### src/rtl/projectile_ctrl.sv
// projectile_ctrl: launches, moves and retires a single player projectile.
//
// Inputs fire_btn, clk_projectile and clk_cooldown are asynchronous to
// master_clk. Each one passes through a two-flop synchronizer plus a third
// delay flop, and a rising-edge event is taken from the last two stages.
// The divided clocks are used only as data and never clock any flop.
//
// A three-process FSM (IDLE / FLIGHT / COOLDOWN) sequences a shot:
//   IDLE     -> FLIGHT   : fire event; muzzle position loaded, shot_fired pulse
//   FLIGHT   -> COOLDOWN : hit, or a step tick that would move proj_y below 0
//   COOLDOWN -> IDLE     : cooldown counter already at zero
// The unused state code falls back to IDLE.
//
// Optional feature, macro PROJ_FIRE_QUEUE_EN:
//   defined   - a fire event seen during FLIGHT or COOLDOWN is remembered in
//               a one-deep pending flag, and the shot launches on the edge
//               after the FSM returns to IDLE.
//   undefined - fire events outside IDLE are dropped.
//
// Handshake: there is no backpressure. shot_fired is a one-cycle strobe,
// qualified by nothing, that marks the cycle in which proj_x/proj_y first
// show the freshly loaded muzzle position. fire_ready is a level that is
// high exactly while the FSM sits in IDLE.
//
// state_dbg exposes the FSM state for debug and checkers.

module projectile_ctrl #(
    parameter logic [9:0] SHIP_Y         = 10'd440,
    parameter logic [9:0] PROJ_STEP      = 10'd4,
    parameter logic [9:0] X_OFFSET       = 10'd16,
    parameter logic [3:0] COOLDOWN_TICKS = 4'd3
) (
    input  logic       master_clk,
    input  logic       RESET_debounced,
    input  logic       fire_btn,
    input  logic [9:0] ship_x,
    input  logic       clk_projectile,
    input  logic       clk_cooldown,
    input  logic       hit,
    output logic       proj_active,
    output logic [9:0] proj_x,
    output logic [9:0] proj_y,
    output logic       fire_ready,
    output logic       shot_fired,
    output logic [1:0] state_dbg
);

    typedef enum logic [1:0] {
        IDLE     = 2'b00,
        FLIGHT   = 2'b01,
        COOLDOWN = 2'b10
    } state_t;

    state_t     state;
    state_t     next_state;

    // Synchronizer chains: [0] first sync flop, [1] second sync flop,
    // [2] delay flop used for edge detection.
    logic [2:0] fire_sync;
    logic [2:0] step_sync;
    logic [2:0] cool_sync;

    logic       fire_ev;
    logic       step_ev;
    logic       cool_ev;

    logic [3:0] cool_cnt;
    logic       launch;
    logic       flight_end;
    logic       pending;

    // Fire button chain resets high so a button held through reset produces no edge.
    always_ff @(posedge master_clk) begin
        if (RESET_debounced) begin
            fire_sync <= 3'b111;
        end else begin
            fire_sync <= {fire_sync[1:0], fire_btn};
        end
    end

    // Step-clock chain; resets low.
    always_ff @(posedge master_clk) begin
        if (RESET_debounced) begin
            step_sync <= 3'b000;
        end else begin
            step_sync <= {step_sync[1:0], clk_projectile};
        end
    end

    // Cooldown-clock chain; resets low.
    always_ff @(posedge master_clk) begin
        if (RESET_debounced) begin
            cool_sync <= 3'b000;
        end else begin
            cool_sync <= {cool_sync[1:0], clk_cooldown};
        end
    end

    // One-cycle rising-edge events from the synchronized second and third stages.
    always_comb begin
        fire_ev = fire_sync[1] & ~fire_sync[2];
        step_ev = step_sync[1] & ~step_sync[2];
        cool_ev = cool_sync[1] & ~cool_sync[2];
    end

`ifdef PROJ_FIRE_QUEUE_EN
    // Remember one fire request made while busy; consumed by the next launch.
    always_ff @(posedge master_clk) begin
        if (RESET_debounced) begin
            pending <= 1'b0;
        end else if (launch) begin
            pending <= 1'b0;
        end else if (fire_ev && (state == FLIGHT || state == COOLDOWN)) begin
            pending <= 1'b1;
        end
    end

    // A launch happens in IDLE on a fresh fire event or a remembered one.
    always_comb begin
        launch = (state == IDLE) && (fire_ev || pending);
    end
`else
    // No request memory: the flag is tied low and only fresh events in IDLE launch.
    always_comb begin
        pending = 1'b0;
        launch  = (state == IDLE) && fire_ev && !pending;
    end
`endif

    // Flight ends on a hit, or on a step tick with too little height left to move.
    always_comb begin
        flight_end = (state == FLIGHT) &&
                     (hit || (step_ev && (proj_y < PROJ_STEP)));
    end

    // FSM state register.
    always_ff @(posedge master_clk) begin
        if (RESET_debounced) begin
            state <= IDLE;
        end else begin
            state <= next_state;
        end
    end

    // FSM next-state logic; the unused code recovers to IDLE.
    always_comb begin
        next_state = IDLE;
        case (state)
            IDLE: begin
                next_state = launch ? FLIGHT : IDLE;
            end
            FLIGHT: begin
                next_state = flight_end ? COOLDOWN : FLIGHT;
            end
            COOLDOWN: begin
                next_state = (cool_cnt == 4'd0) ? IDLE : COOLDOWN;
            end
            default: begin
                next_state = IDLE;
            end
        endcase
    end

    // FSM outputs decoded from the current state.
    always_comb begin
        fire_ready  = (state == IDLE);
        proj_active = (state == FLIGHT);
        state_dbg   = state;
    end

    // Projectile position: loaded at launch, stepped upward in flight, held otherwise.
    always_ff @(posedge master_clk) begin
        if (RESET_debounced) begin
            proj_x <= 10'd0;
            proj_y <= 10'd0;
        end else if (launch) begin
            proj_x <= ship_x + X_OFFSET;
            proj_y <= SHIP_Y;
        end else if (state == FLIGHT && !hit && step_ev && (proj_y >= PROJ_STEP)) begin
            proj_y <= proj_y - PROJ_STEP;
        end
    end

    // Launch strobe, aligned with the first cycle the new position is visible.
    always_ff @(posedge master_clk) begin
        if (RESET_debounced) begin
            shot_fired <= 1'b0;
        end else begin
            shot_fired <= launch;
        end
    end

    // Cooldown counter: loaded when the flight ends, decremented on cooldown ticks.
    always_ff @(posedge master_clk) begin
        if (RESET_debounced) begin
            cool_cnt <= 4'd0;
        end else if (flight_end) begin
            cool_cnt <= COOLDOWN_TICKS;
        end else if (state == COOLDOWN && cool_cnt != 4'd0 && cool_ev) begin
            cool_cnt <= cool_cnt - 4'd1;
        end
    end

endmodule
### config.mk
export PLATFORM = sky130hd
export DESIGN_NAME = projectile_ctrl
export DESIGN_NICKNAME = d
export VERILOG_FILES = /design/src/rtl/projectile_ctrl.sv
export SDC_FILE = /design/constraint.sdc
export NUM_CORES = 1
export LEC_CHECK = 0
export ABC_CLOCK_PERIOD_IN_PS = 1800
export BUFFER_PORTS_ARGS = -buffer_cell sky130_fd_sc_hd__buf_2
export CORE_MARGIN = 3
export CORE_UTILIZATION = 51
export CTS_CLUSTER_SIZE = 14
export DETAILED_ROUTE_END_ITERATION = 16
export PLACE_DENSITY_LB_ADDON = 0.05
export RECOVER_POWER = 50
export SETUP_SLACK_MARGIN = 0.4
export SLEW_MARGIN = 25
export SYNTH_ARGS = -nofsm -noshare
export SYNTH_HDL_FRONTEND = slang
export SYNTH_SLANG_ARGS = --single-unit
### constraint.sdc
create_clock -name master_clk -period 1.8 [get_ports master_clk]
set_input_delay 0.36 -clock master_clk [delete_from_list [all_inputs] [get_ports master_clk]]
set_output_delay 0.36 -clock master_clk [all_outputs]
set_load 0.03 [all_outputs]
==> flow_summary_export.csv, run 1 <==
group,metric,value,unit
status,status,"completed",
floorplan,core_area,2613,um2
global_route,antenna_found_initial,0,
detailed_routing,drtPass1Iterations,4,
yosys,synth.top_cell.area_share,46.10,%
place,port_buffers,38,
yosys,yosysMostFrequentCell,"dfxtp_1",
setup_path,cp_cell_sequence,"inv_4 > ha_4 > nor4b_4 > and3_1 > or4_1 > a21oi_2",
setup_path,worst_path_max_delay_cell,"or4_1",
setup_path,start_kind,"flop",
power_and_ir_drop,power.internal,1.043,mW
hold_path,hp-start,"fire_btn",
final_layout,drive_above_1_share,38.25,%
final_layout,fin_cells,247,
floorplan,rows,18,
global_route,grt_max_degree,33,
setup_path,r2r-start,"proj_y[3]",
timing,rsz0062_at_grt,"yes",
timing,hold_viol,0,
power_and_ir_drop,combinationalPowerShare,14.0,%
place,postPlaceCellArea,1742,um2
floorplan,die_h,59.81,um
detailed_routing,drt_iter0_drc,99,
final_layout,final_util,77.30,%
yosys,asyncSetResetFlopFracSynth,0,%
final_layout,nFillCells,196,
yosys,syn_area,1476,um2
setup_path,path_max_fanout,3,
timing,whs,202.5,ps
timing,slew_headroom,10.02,%
power_and_ir_drop,clkPwrFrac,31.4,%
yosys,synth.largest_area_cell,"dfxtp_1",
floorplan,initial_core_util,56.51,%
timing,fin_crit,1600,ps
final_layout,n_antenna_cell,0,
setup_path,crit_start,"proj_y[3]",
global_route,track_usage,21.14,%
hold_path,hold_path_class,"input port to flop",
global_route,grt.overflow.total,0,
timing,finalSetupViolCount,0,
setup_path,cpPeakStageDelay,430,ps
power_and_ir_drop,power_switching,393.2,uW
clock_network,insertion_delay,340,ps
timing,fmax,624.8,MHz
global_route,grt_pass1_vias,1267,
setup_path,arrival,1880,ps
place,gp_congestion,0.8909,
timing,tightest_slew,1350,ps
floorplan,ios,41,
yosys,synth_edf_count,0,
setup_path,crit_required,2080,ps
timing,fin_tns_setup,0,ps
yosys,ys.flop_type,"dfxtp_1",
detailed_routing,wl_per_cell,15.08,um
detailed_routing,vias,1377,
power_and_ir_drop,p_total,1.436,mW
timing,skew,14.22,ps
final_layout,final_area,2019,um2
yosys,ys_top_cells_by_area,"dfxtp_1 46%, ha_1 4.2%, a21oi_1 4.1%, a211oi_1 3.6%, nor2b_1 3.4%",
power_and_ir_drop,ir_drop,539.4,uV
floorplan,die_w,59.81,um
final_layout,multi_input_area,865.8,um2
clock_network,cts_max_path_buffers,2,
setup_path,criticalPathCategory,"flop to flop",
power_and_ir_drop,p_leak,0.8320,nW
detailed_routing,drc,0,
setup_path,crit_path_end_kind,"flop",
clock_network,htreeDepth,2,
power_and_ir_drop,seqPwrFrac,54.6,%
yosys,synth_area_per_cell,9.170,um2
yosys,synth_common_cells,"34 x dfxtp_1, 13 x nor2_1, 12 x a21oi_1, 12 x nand2_1, 8 x nor2b_1",
yosys,ys_warn_count,0,
timing,fin_ws,199.6,ps
final_layout,syn2layout_area_growth,36.78,%
clock_network,clock_sinks,34,
place,hpwlAfterDp,2227,um
yosys,syn_inst,161,
yosys,synth_seq_cells,34,
place,dp_cells,223,
detailed_routing,wirelength,3724,um
power_and_ir_drop,swShare,27.39,%
clock_network,cts-root-buf,"clkbuf_4",
yosys,yosysUniqueCellTypes,40,
final_layout,seqCellArea,699.4,um2
power_and_ir_drop,power.density,711.0,nW/um2
clock_network,cts_made_buffers,5,
job,drv_cap,0,
clock_network,cts_tree,"yes",
place,dp_slack,162.3,ps
detailed_routing,ant_nets,0,
final_layout,fin_nets,237,
yosys,yosysSeqAreaShare,46.10,%
clock_network,clk_pin_slew,110,ps
floorplan,die_area,3577,um2
global_route,grt_pass1_wl,5561,um
timing,fin_crit_sh,88.91,%
timing,slew_violations,0,
detailed_routing,vias_per_cell,5.575,
==> power groups by stage <==
stage | Clock, mW | Sequential [mW] | Combinational (mW)
final | 0.452 | 0.784 | 0.201
after global routing | 0.500 | 0.786 | 0.218
after CTS | 0.461 | 0.782 | 0.185
after detailed placement | 0 | 0.801 | 0.161
after global placement | 0 | 0.800 | 0.156
after floorplan | 0 | 0.821 | 0.0918
==> sequential cells by signal, indices dropped and copies added, names as in the netlist <==
signal,count
fire_sync,3
proj_x,10
cool_cnt,4
cool_sync,3
state_dbg,2
step_sync,3
shot_fired,1
proj_y,8
==> path summary, 6_finish.rpt <==
path / end / slack (ps) / depth (start not counted)
setup reg to reg: proj_y[6] / 200 / 6
setup / recovery: proj_y[6] / 200 / 6
hold / removal: fire_sync[0] / 200 / 2
hold reg to reg: fire_sync[1] / 420 / 1
==> layout by cell type (no fill, tap or decap), types with 6 or more instances in the layout <==
cell type  count
nand3_1        6
nor2b_1        7
a21oi_1       10
nor2_1        12
dfxtp_1       27
nand2_1       11
clkbuf_1      18
buf_2         19
clkbuf_4       6
buf_4         13
==> what timing repair did <==
item,in CTS,in global routing
setup endpoints to repair,16,24
resized for setup,16,15
buffers inserted,8,6
hold buffers,0,0
endpoints found under the hold margin,0,0
cloned,0,2
pin swaps,6,9
==> worst max-delay path, delay by kind of cell (launching register included) <==
kind,cells,cell delay [ps]
DFF,1,390
adders and majority gates,1,160
AOI/OAI and AO/OA,1,130
buffers and inverters,1,50
and+or+nand+nor,3,790
==> layout make-up <==
cell class / count / area share [%]
Sequential cell: 34 / 34.63
Clock inverter: 1 / 0.2478
Clock buffer: 7 / 2.726
Inverter: 6 / 1.363
Multi-Input combinational cell: 114 / 42.87
Timing Repair Buffer: 55 / 16.29
Tap cell: 30 / 1.859
==> kinds of logic after synthesis <==
family / count (synthesis) / synth area share, %
AOI/OAI and AO/OA: 31 / 13.81
xor gates and xnor gates: 7 / 4.153
adders and majority gates: 5 / 4.237
buffers and inverters: 14 / 4.152
DFF: 34 / 46.10
muxes: 1 / 0.7627
other: 1 / 0.2540
and+or+nand+nor: 68 / 26.52
==> routing by layer <==
metal	track usage, %	wire, um	vias to the layer above
met3	5.184	244	9
li1	-	-	675
met2	33.33	1769	47
met5	0	0	-
met4	15.19	79	0
met1	24.70	1629	646
Note: power is estimated with default switching activity, not from simulation.
==> run 2, diff against run 1 <==
--- a/config.mk
+++ b/config.mk
@@ -6,7 +6,7 @@
 export NUM_CORES = 1
 export LEC_CHECK = 0
 export ABC_CLOCK_PERIOD_IN_PS = 1800
-export BUFFER_PORTS_ARGS = -buffer_cell sky130_fd_sc_hd__buf_2
+export BUFFER_PORTS_ARGS = -buffer_cell sky130_fd_sc_hd__buf_4
 export CORE_MARGIN = 3
 export CORE_UTILIZATION = 51
 export CTS_CLUSTER_SIZE = 14
==> run 2 against run 1 <==
- the flow now finishes with violations (capacitance limit)
- setup slack worse by 78 ps
- critical path type unchanged
- largest cell class unchanged
- critical path depth is 1 higher
- die area unchanged
- power decreased by 0.26%
==> flow_summary_export.csv, run 2 (synthesized netlist as in run 1, its figures left out) <==
group,metric,value,unit
setup_path,crit_path_end_kind,"flop",
global_route,grt_max_degree,33,
clock_network,clock_sinks,34,
power_and_ir_drop,combinationalPowerShare,15.0,%
timing,fmax,595.8,MHz
setup_path,cpPeakStageDelay,380,ps
clock_network,clk_pin_slew,110,ps
final_layout,largest_reg_flops,10,
floorplan,initial_core_util,56.51,%
status,violations,"capacitance limit",
job,drv_cap,1,
final_layout,n_antenna_cell,0,
final_layout,drive_above_1_share,39.52,%
floorplan,core_area,2613,um2
timing,fin_tns_setup,0,ps
setup_path,arrival,1830,ps
detailed_routing,wirelength,3683,um
timing,skew,19.46,ps
power_and_ir_drop,power.internal,1.049,mW
clock_network,cts_max_path_buffers,2,
timing,tightest_slew,1492,ps
timing,fin_crit_sh,93.24,%
detailed_routing,drc,0,
power_and_ir_drop,power_switching,383.0,uW
timing,fin_ws,121.7,ps
place,dp_slack,141.4,ps
final_layout,syn2layout_area_growth,37.88,%
status,status,"finished with violations",
global_route,grt_pass1_wl,5616,um
final_layout,final_cell_mix,"33 x buf_4, 27 x dfxtp_1, 13 x clkbuf_1",
setup_path,worst-path-buf-inv,2,
final_layout,final_common_cell,"buf_4",
clock_network,cts_tree,"yes",
power_and_ir_drop,power.density,703.5,nW/um2
timing,slew_headroom,0.5208,%
place,port_buffers,38,
clock_network,insertion_delay,350,ps
global_route,grt_pass1_vias,1240,
place,gp_congestion,0.8822,
floorplan,die_w,59.81,um
clock_network,cts_made_buffers,5,
setup_path,criticalPathCategory,"flop to flop",
detailed_routing,drt_iter0_drc,56,
clock_network,cts-root-buf,"clkbuf_4",
power_and_ir_drop,ir_drop,619.0,uV
detailed_routing,drtPass1Iterations,4,
floorplan,ios,41,
hold_path,hold_path_class,"input port to flop",
setup_path,cp_cell_sequence,"inv_4 > ha_4 > nor4b_4 > nand3_4 > buf_6 > nand4_1 > a31oi_2",
place,hpwlAfterDp,2263,um
timing,finalSetupViolCount,0,
final_layout,top_regs,"proj_x x10, proj_y x8, cool_cnt x4",
floorplan,die_area,3577,um2
power_and_ir_drop,p_leak,0.8181,nW
setup_path,crit_required,1950,ps
timing,slew_violations,0,
place,postPlaceCellArea,1837,um2
detailed_routing,ant_nets,0,
floorplan,rows,18,
global_route,track_usage,21.03,%
power_and_ir_drop,swShare,26.74,%
power_and_ir_drop,seqPwrFrac,54.7,%
timing,fin_crit,1678,ps
global_route,antenna_found_initial,0,
power_and_ir_drop,p_total,1.432,mW
final_layout,largest-register,"proj_x",
setup_path,worst_path_max_delay_cell,"dfxtp_4",
final_layout,fin_nets,231,
global_route,grt.overflow.total,0,
setup_path,path_max_fanout,7,
detailed_routing,vias,1357,
floorplan,die_h,59.81,um
clock_network,htreeDepth,2,
detailed_routing,wl_per_cell,15.35,um
timing,hold_viol,0,
power_and_ir_drop,clkPwrFrac,30.2,%
setup_path,start_kind,"flop",
setup_path,crit_family,"simple AND/OR/NAND/NOR gates",
timing,rsz0062_at_grt,"yes",
final_layout,final_area,2036,um2
detailed_routing,vias_per_cell,5.654,
-- run 2: worst register-to-register path, cell delays in order (launching register included) --
cell,delay (ps)
dfxtp_4,380
inv_4,60
ha_4,130
nor4b_4,310
nand3_4,170
buf_6,160
nand4_1,140
a31oi_2,130
-- run 2: final timing paths --
path / startpoint / end / slack (ps) / cells past startpoint
min reg2reg: fire_sync[0] / fire_sync[1] / 420 / 1
max reg2reg: proj_y[2] / proj_y[5] / 120 / 7
max: proj_y[2] / proj_y[5] / 120 / 7
min: fire_btn / fire_sync[0] / 210 / 2
-- run 2: stage by stage --
stage	hold WS (ps)	utilization, %	instances
after detailed placement	393.1	70.31	223
after global routing	197.3	77.92	240
after floorplan	389.5	-	162
after CTS	209.0	75.57	236
after global placement	397.2	70.31	223
final	210.9	77.92	240
-- run 2: final cells by class --
type | count | area, um2
Multi-Input combinational cell | 114 | 878.3
Sequential cell | 34 | 699.4
Fill cell | 183 | 576.8
Timing Repair Buffer | 49 | 337.8
Clock buffer | 7 | 55.05
Tap cell | 30 | 37.54
Inverter | 6 | 27.53
-- run 2: power groups by stage --
stage	Sequential (mW)	Clock (mW)	Combinational, mW
6_report	0.784	0.433	0.216
5_1_grt	0.787	0.476	0.231
4_1_cts	0.783	0.434	0.193
3_5_place_dp	0.801	0	0.177
3_3_place_gp	0.801	0	0.172
2_1_floorplan	0.821	0	0.0918
-- run 2: layer usage --
metal / vias to the layer above / GRT usage, % / routed length (um) / part of all wire (%)
met3: 12 / 5.400 / 283 / 7.7
met2: 61 / 32.10 / 1741 / 47
li1: 662 / - / - / -
met5: - / 0 / 0 / 0
met1: 622 / 26.92 / 1541 / 42
met4: 0 / 11.39 / 116 / 3.1
-- run 2: timing repair --
item,4_1_cts,5_1_grt
pin swaps,7,5
hold buffers,0,0
setup buffers,6,4
endpoints found under the setup margin,14,20
gates resized for setup,11,16
